**config.mk**
```make
export PLATFORM = sky130hd
export DESIGN_NAME = multicycle_control_unit
export DESIGN_NICKNAME = d
export VERILOG_FILES = /design/src/rtl/multicycle_control_unit.sv
export SDC_FILE = /design/constraint.sdc
export NUM_CORES = 1
export LEC_CHECK = 0
export ABC_AREA = 1
export CAP_MARGIN = 10
export CORE_UTILIZATION = 47
export DETAILED_ROUTE_END_ITERATION = 16
export MAX_ROUTING_LAYER = met4
export PLACE_DENSITY = 0.83
export SLEW_MARGIN = 20
export SYNTH_ARGS = -nofsm -noshare
export SYNTH_HDL_FRONTEND = slang
export SYNTH_SLANG_ARGS = --single-unit
```
**constraint.sdc**
```tcl
create_clock -name CLK -period 2 [get_ports CLK]
set_input_delay 0.4 -clock CLK [delete_from_list [all_inputs] [get_ports CLK]]
set_output_delay 0.4 -clock CLK [all_outputs]
set_load 0.01 [all_outputs]
```
**src/rtl/multicycle_control_unit.sv**
```systemverilog
// Five-phase multi-cycle control FSM (IF/ID/EXE/MEM/WB) driving every datapath
// select and write enable, plus a retired-instruction counter for debug.
module multicycle_control_unit (
  input  logic        CLK,
  input  logic        Reset,
  input  logic [5:0]  opcode,
  input  logic        zero,
  output logic [2:0]  state,
  output logic        PCWre,
  output logic [1:0]  PCSrc,
  output logic        InsMemRW,
  output logic        IRWre,
  output logic        ExtSel,
  output logic        ALUSrcA,
  output logic        ALUSrcB,
  output logic [2:0]  ALUOp,
  output logic        DataMemRW,
  output logic        DBDataSrc,
  output logic        RegOut,
  output logic        RegWre,
  output logic        halted,
  output logic [15:0] retired
);

  localparam logic [2:0] S_IF     = 3'b000;
  localparam logic [2:0] S_ID     = 3'b001;
  localparam logic [2:0] S_EXE_LS = 3'b010;
  localparam logic [2:0] S_MEM    = 3'b011;
  localparam logic [2:0] S_WB_LD  = 3'b100;
  localparam logic [2:0] S_EXE_BR = 3'b101;
  localparam logic [2:0] S_EXE_AL = 3'b110;
  localparam logic [2:0] S_WB_AL  = 3'b111;

  localparam logic [5:0] OP_ADD  = 6'b000000;
  localparam logic [5:0] OP_SUB  = 6'b000001;
  localparam logic [5:0] OP_ADDI = 6'b000010;
  localparam logic [5:0] OP_OR   = 6'b010000;
  localparam logic [5:0] OP_AND  = 6'b010001;
  localparam logic [5:0] OP_ORI  = 6'b010010;
  localparam logic [5:0] OP_SLL  = 6'b011000;
  localparam logic [5:0] OP_SLT  = 6'b100110;
  localparam logic [5:0] OP_SW   = 6'b110000;
  localparam logic [5:0] OP_LW   = 6'b110001;
  localparam logic [5:0] OP_BEQ  = 6'b110100;
  localparam logic [5:0] OP_J    = 6'b111000;
  localparam logic [5:0] OP_HALT = 6'b111111;

  logic [2:0]  state_q, state_d;
  logic [15:0] retired_q, retired_d;

  logic       is_alu, is_ls, is_beq, is_j, is_halt;
  logic [2:0] alu_op_dec;
  logic       src_a_dec, src_b_dec, ext_dec, rd_dst_dec;

  // Instruction decode: class plus the ALU-side controls shared by EXE and WB_AL
  always_comb begin
    is_alu     = 1'b0;
    is_ls      = 1'b0;
    is_beq     = 1'b0;
    is_j       = 1'b0;
    is_halt    = 1'b0;
    alu_op_dec = 3'b000;
    src_a_dec  = 1'b0;
    src_b_dec  = 1'b0;
    ext_dec    = 1'b0;
    rd_dst_dec = 1'b0;
    case (opcode)
      OP_ADD:  begin is_alu = 1'b1; rd_dst_dec = 1'b1; end
      OP_SUB:  begin is_alu = 1'b1; rd_dst_dec = 1'b1; alu_op_dec = 3'b001; end
      OP_ADDI: begin is_alu = 1'b1; src_b_dec = 1'b1; ext_dec = 1'b1; end
      OP_OR:   begin is_alu = 1'b1; rd_dst_dec = 1'b1; alu_op_dec = 3'b011; end
      OP_AND:  begin is_alu = 1'b1; rd_dst_dec = 1'b1; alu_op_dec = 3'b100; end
      OP_ORI:  begin is_alu = 1'b1; src_b_dec = 1'b1; alu_op_dec = 3'b011; end
      OP_SLL:  begin is_alu = 1'b1; rd_dst_dec = 1'b1; src_a_dec = 1'b1; alu_op_dec = 3'b010; end
      OP_SLT:  begin is_alu = 1'b1; rd_dst_dec = 1'b1; alu_op_dec = 3'b101; end
      OP_SW, OP_LW: begin is_ls = 1'b1; src_b_dec = 1'b1; ext_dec = 1'b1; end
      OP_BEQ:  begin is_beq = 1'b1; ext_dec = 1'b1; alu_op_dec = 3'b001; end
      OP_J:    is_j = 1'b1;
      OP_HALT: is_halt = 1'b1;
      default: ;
    endcase
  end

  always_comb begin
    state_d = state_q;
    case (state_q)
      S_IF: state_d = S_ID;
      S_ID: begin
        if (is_alu)       state_d = S_EXE_AL;
        else if (is_ls)   state_d = S_EXE_LS;
        else if (is_beq)  state_d = S_EXE_BR;
        else if (is_halt) state_d = S_ID;
        else              state_d = S_IF;
      end
      S_EXE_AL: state_d = S_WB_AL;
      S_EXE_LS: state_d = S_MEM;
      S_MEM:    state_d = (opcode == OP_LW) ? S_WB_LD : S_IF;
      default:  state_d = S_IF;
    endcase
  end

  // Anything not asserted for the current state stays 0; illegal opcodes retire as NOPs in ID
  always_comb begin
    PCWre     = 1'b0;
    PCSrc     = 2'b00;
    InsMemRW  = 1'b0;
    IRWre     = 1'b0;
    ExtSel    = 1'b0;
    ALUSrcA   = 1'b0;
    ALUSrcB   = 1'b0;
    ALUOp     = 3'b000;
    DataMemRW = 1'b0;
    DBDataSrc = 1'b0;
    RegOut    = 1'b0;
    RegWre    = 1'b0;
    halted    = 1'b0;
    case (state_q)
      S_IF: begin
        InsMemRW = 1'b1;
        IRWre    = 1'b1;
      end
      S_ID: begin
        if (is_halt) begin
          halted = 1'b1;
        end else if (is_j) begin
          PCWre = 1'b1;
          PCSrc = 2'b10;
        end else if (!is_alu && !is_ls && !is_beq) begin
          PCWre = 1'b1;
        end
      end
      S_EXE_AL, S_EXE_LS, S_EXE_BR, S_WB_AL: begin
        ALUOp   = alu_op_dec;
        ALUSrcA = src_a_dec;
        ALUSrcB = src_b_dec;
        ExtSel  = ext_dec;
        if (state_q == S_EXE_BR) begin
          PCWre = 1'b1;
          PCSrc = zero ? 2'b01 : 2'b00;
        end
        if (state_q == S_WB_AL) begin
          PCWre  = 1'b1;
          RegWre = 1'b1;
          RegOut = rd_dst_dec;
        end
      end
      S_MEM: begin
        if (opcode == OP_SW) begin
          DataMemRW = 1'b1;
          PCWre     = 1'b1;
        end
      end
      S_WB_LD: begin
        PCWre     = 1'b1;
        RegWre    = 1'b1;
        DBDataSrc = 1'b1;
      end
      default: ;
    endcase
  end

  assign retired_d = PCWre ? retired_q + 16'd1 : retired_q;

  always_ff @(posedge CLK or negedge Reset) begin
    if (!Reset) begin
      state_q   <= S_IF;
      retired_q <= 16'd0;
    end else begin
      state_q   <= state_d;
      retired_q <= retired_d;
    end
  end

  assign state   = state_q;
  assign retired = retired_q;

endmodule
```
# == Word-level counts from Yosys, hierarchy flattened ==
# Index checks and enable logic that the tools add are counted.
# totals
register_bits,19
inputBits,9
out_inout_bits,35
elab_cells,78
# op_classes
n_addsub,1
n_eq_ne,19
mux,41
n_reduce_logical,15
# ops
cell,count
== test 6 bit (second input constant),6
one-hot mux 3 bit (5 select lines),2
two-way mux 1 bit,29
== test 6 x 5 -> 1 bit (second input constant),4
adder 16 x 1 -> 16 bit (second input constant),1
two-way mux 3 bit,5
== test 3 bit (second input constant),4
OR reduction 4 bit,3
OR reduction 8 bit,1
== test 3 x 2 -> 1 bit (second input constant),2
== test 6 x 1 -> 1 bit (second input constant),1
== test 6 x 2 -> 1 bit (second input constant),1
zero test 6 bit,1
OR reduction 2 bit,3
OR reduction 6 bit,1
two-way mux 2 bit,2
one-hot mux 1 bit (4 select lines),1
one-hot mux 2 bit (2 select lines),1
== test 3 x 1 -> 1 bit (second input constant),1
zero test 1 bit,3
zero test 3 bit,1
logical AND 1 bit,2
one-hot mux 1 bit (2 select lines),1

# == Logic depth before layout (Yosys ltp) ==
# logic_depth
depth_word,10
depth_mapped,11
depth_no_buf,10

# == Worst setup path after synthesis ==
# Ideal clock, no wire load.
# synth_timing
kind,input port to output port
start,in opcode[1]
end,out PCWre
arrival_time_ps,1261
t_required_ps,1600
path_slack_ps,339
cell_stages,8
n_path_buf,1
cell_sequence,inv_1 nand2_1 nor2_4 nand2_4 nor3_4 nor2_2 nand2_4 buf_6
# synth_between
elab_chain_cells,10
word_cells_on_any_way,30
classes_between,eq/ne (12); mux (10); reduce/logical (8)
# synth_rtl
item,line,source
from (decl),6,"input logic [5:0] opcode,"
"== test 6 bit, or another cell as far along",67,case (opcode)
OR reduction 8 bit (no source line) or OR reduction 2 bit (tied branches),--,
two-way mux 1 bit,67,
zero test 1 bit,128,end else if (!is_alu && !is_ls && !is_beq) begin
logical AND 1 bit (2 in a row),128,
two-way mux 1 bit,128,
two-way mux 1 bit,125,end else if (is_j) begin
two-way mux 1 bit,123,if (is_halt) begin
one-hot mux 1 bit (4 select lines) *,117,case (state_q)
to (decl),9,"output logic PCWre,"
# Every way passes the cells marked *; elsewhere a longest branch is shown, timed or not.

# == Final worst setup path ==
# layout_timing
start,in opcode[4]
end,out PCWre
# Same word-level chain as after synthesis.

==> results by group <==
Outcome
  • Status: finished with violations
  • Failing checks: DRC, setup timing

Logic synthesis
  • Synthesized cell area: approximately 1500 µm²
  • Post-synth EDFFs: 0
  • Ys Warns: 0
  • Mapped Avg Cell Area: roughly 6.8 µm²
  • Top cells by area, synth: dfrtp_1, nand2_1, nand3_1, nor2_1, xor2_1
  • Main synth FF type: dfrtp_1
  • Seq/Total Area, Yosys: approximately a third
  • Syn_nets: ~230
  • Yosys top cell area share: 32.56%
  • Cell count after synthesis: about 220
  • Ys async rst share: 100.0%
  • Most common cell in the netlist: nand2_1
  • Synth top cells by count: nand2_1, nand3_1, nor2_1
  • #FFs+latches synth: 19
  • Top cell type by total area after synthesis: dfrtp_1
  • Distinct cell type count of the synthesized netlist: 25

Global routing
  • Grt ovf: 0
  • First-pass GRT wire length: 6.982 mm
  • Vias in the first global route: roughly 1.6k
  • Initial antenna violation count: 0
  • Total global-route track usage: between 20% and 30%
  • Largest net degree at the start of global routing: 20

Die
  • Starting Density: 51.18%
  • Die height: between 50 and 60 µm
  • # IOs: 44
  • Core area: 2853 µm²
  • Die W: 57.74 µm
  • Die Area: between 3000 and 4000 µm²
  • Cell row count: 19

Routing
  • Final WL: 3.968 mm
  • Iter 0 DRT Violations: 56
  • ANT nets after route: 0
  • Routed WL per cell: 12.72 µm
  • Via density: ~5.2
  • DRC Markers: 3
  • First-pass DRT Iterations: 10
  • Vias: around 1.6k

Setup path
  • Startpoint Class: input pin
  • Crit-path max FO: 4
  • Crit Path Category: input pin to primary output
  • WP data required: between 1.5 and 2 ns
  • Worst-case reg-to-reg path depth: 7
  • CP max stage cell: clkdlybuf4s15_1
  • WP data arrival: 1.64 ns
  • Critical Path Most Common Cell: nand2_2
  • FF-to-FF setup slack: approximately 0.4 ns
  • Crit-path leading delay family: simple AND/OR/NAND/NOR gates
  • Largest stage delay on the critical path: 0.23 ns
  • Cell Chain, Critical Path: clkdlybuf4s15_1 -> nand2_2 -> nor2_4 -> buf_4 -> nand2_2 -> nand2_2 -> nor2_4 -> nand3_4 -> nand2_4 -> clkdlybuf4s15_2
  • WP buf/inv: 3
  • Startpoint of the worst register-to-register path: retired[0]$_DFFE_PN0P_
  • RR Endpoint: retired[14]$_DFFE_PN0P_
  • Crit. End Element: primary output

Timing
  • Hold Slack: around 0.41 ns
  • Final hold violation count: 0
  • Fin crit share: 101.8%
  • Max Slew Vio Count: 0
  • Final setup viols: 1
  • Max_slew headroom: between 70% and 80%
  • Fmax: around 0.49 GHz
  • RSZ-0062 raised after global routing: yes
  • Layout Skew: ~0.0038 ns
  • Final WS setup: -0.03686 ns
  • Least-Margin Pin Slew: about 0.34 ns
  • Period minus WS final: 2.037 ns
  • Post-route setup TNS: -0.03686 ns

Final layout
  • Layout Area Growth over Synthesis: 43.10%
  • Share of layout cells above drive strength 1: approximately a quarter
  • Nets@finish: 292
  • Filler cell count: between 200 and 250
  • Post-Layout Cell Count: 312
  • Final instance area: between 2000 and 2500 µm²
  • Diode count: 0
  • Final core occ: around three quarters

Clocking
  • Reg clk slew, reported paths: approximately 0.11 ns
  • H-tree depth: 1
  • Clk sinks: 19
  • CTS root buffer: clkbuf_4
  • Worst-Skew Late Latency: 0.30 ns
  • CTS Buf Count: 3
  • Worst-case clock buffer depth: 2
  • CTS tree: yes

Pwr
  • Switching part of the total: a little over two fifths
  • Clk pwr share: about an eighth
  • Tot Pwr: 1.703 mW
  • Comb pwr share: 56.7%
  • Leak Pwr: ~1.1 nW
  • Net Sw Power: around 0.75 mW
  • Peak supply drop: 0.4828 mV
  • Sequential share of power: a little under a third
  • Pint: 0.9549 mW
  • PD cells: slightly above 800 nW/µm²

Placed design
  • Post-DP HPWL: 2.932 mm
  • Placed cell count: 303
  • Worst slack, placed: -0.5754 ns
  • PortBufs: 43
  • Area post-placement: slightly above 2000 µm²
  • Final Wtd Congestion: ~0.9

Min path
  • HP Class: input pin to asynchronous set/reset pin

Job
  • Max cap viols: 0
## layout make-up
| type | count | area [µm²] | share of cell area [%] |
|---|---|---|---|
| inverters | 23 | 86.33 | 4.132 |
| well taps | 31 | 38.79 | 1.856 |
| multi-input cells | 169 | 909.6 | 43.53 |
| clock inverters | 1 | 5.005 | 0.2395 |
| repair buffers | 66 | 551.8 | 26.41 |
| clock buffers | 3 | 22.52 | 1.078 |
| flip-flops and latches | 19 | 475.5 | 22.75 |
## worst max path at each step
stage              start     end  slack, ns  cells past startpoint
6_report       opcode[4]   PCWre      -0.04                     10
5_1_grt        opcode[4]   PCWre      -0.11                     10
4_1_cts        opcode[1]   PCWre      -0.09                     11
3_5_place_dp   opcode[5]   PCWre      -0.58                      9
3_3_place_gp   opcode[3]  RegOut      -0.57                      8
2_1_floorplan  opcode[1]   PCWre       0.34                      8
## power by group through the flow
stage / combinational [mW] / sequential (mW) / clock [mW]
global route: 1.06 / 0.548 / 0.226
finish: 0.966 / 0.538 / 0.199
floorplan: 0.489 / 0.580 / 0
CTS: 0.947 / 0.535 / 0.202
global placement: 0.920 / 0.549 / 0
detailed placement: 0.946 / 0.552 / 0
## per-layer routing
layer / share of wire [%] / GRT usage, %
met1: 43 / 33.52
met2: 51 / 47.18
met3: 4.6 / 4.241
met4: 0.91 / 7.143
met5: 0 / -
## cells in the final DEF, fill, tap and decap left out, types with 2 or more instances in the layout
cell type / instances
a21oi_1: 3
buf_2: 4
buf_4: 23
clkbuf_2: 6
clkbuf_4: 3
clkdlybuf4s15_1: 2
clkdlybuf4s15_2: 3
clkdlybuf4s50_1: 21
dfrtp_1: 19
dlygate4sd2_1: 6
inv_1: 21
inv_2: 2
nand2_1: 62
nand2_2: 5
nand2_4: 2
nand3_1: 31
nand3_2: 2
nor2_1: 22
nor2_2: 8
nor2_4: 4
nor3_1: 5
xnor2_1: 3
xor2_1: 11
## logic make-up after synthesis
kind of cell	synth area share [%]
AOI/OAI and AO/OA	2.913
xor gates and xnor gates	8.398
adders and majority gates	0.8568
buffers and inverters	8.226
DFF	32.56
and+or+nand+nor	47.05
## what timing repair did
item / 4_1_cts / 5_1_grt
resized for setup: 45 / 24
hold buffers: 0 / 0
pin swaps: 2 / 6
buffers inserted: 4 / 1
endpoints found under the setup margin: 15 / 12
## state kept, by name, indices dropped and copies added (netlist names)
name and count:
state 3, retired 16
No activity file was read; power rests on OpenSTA's default activity.
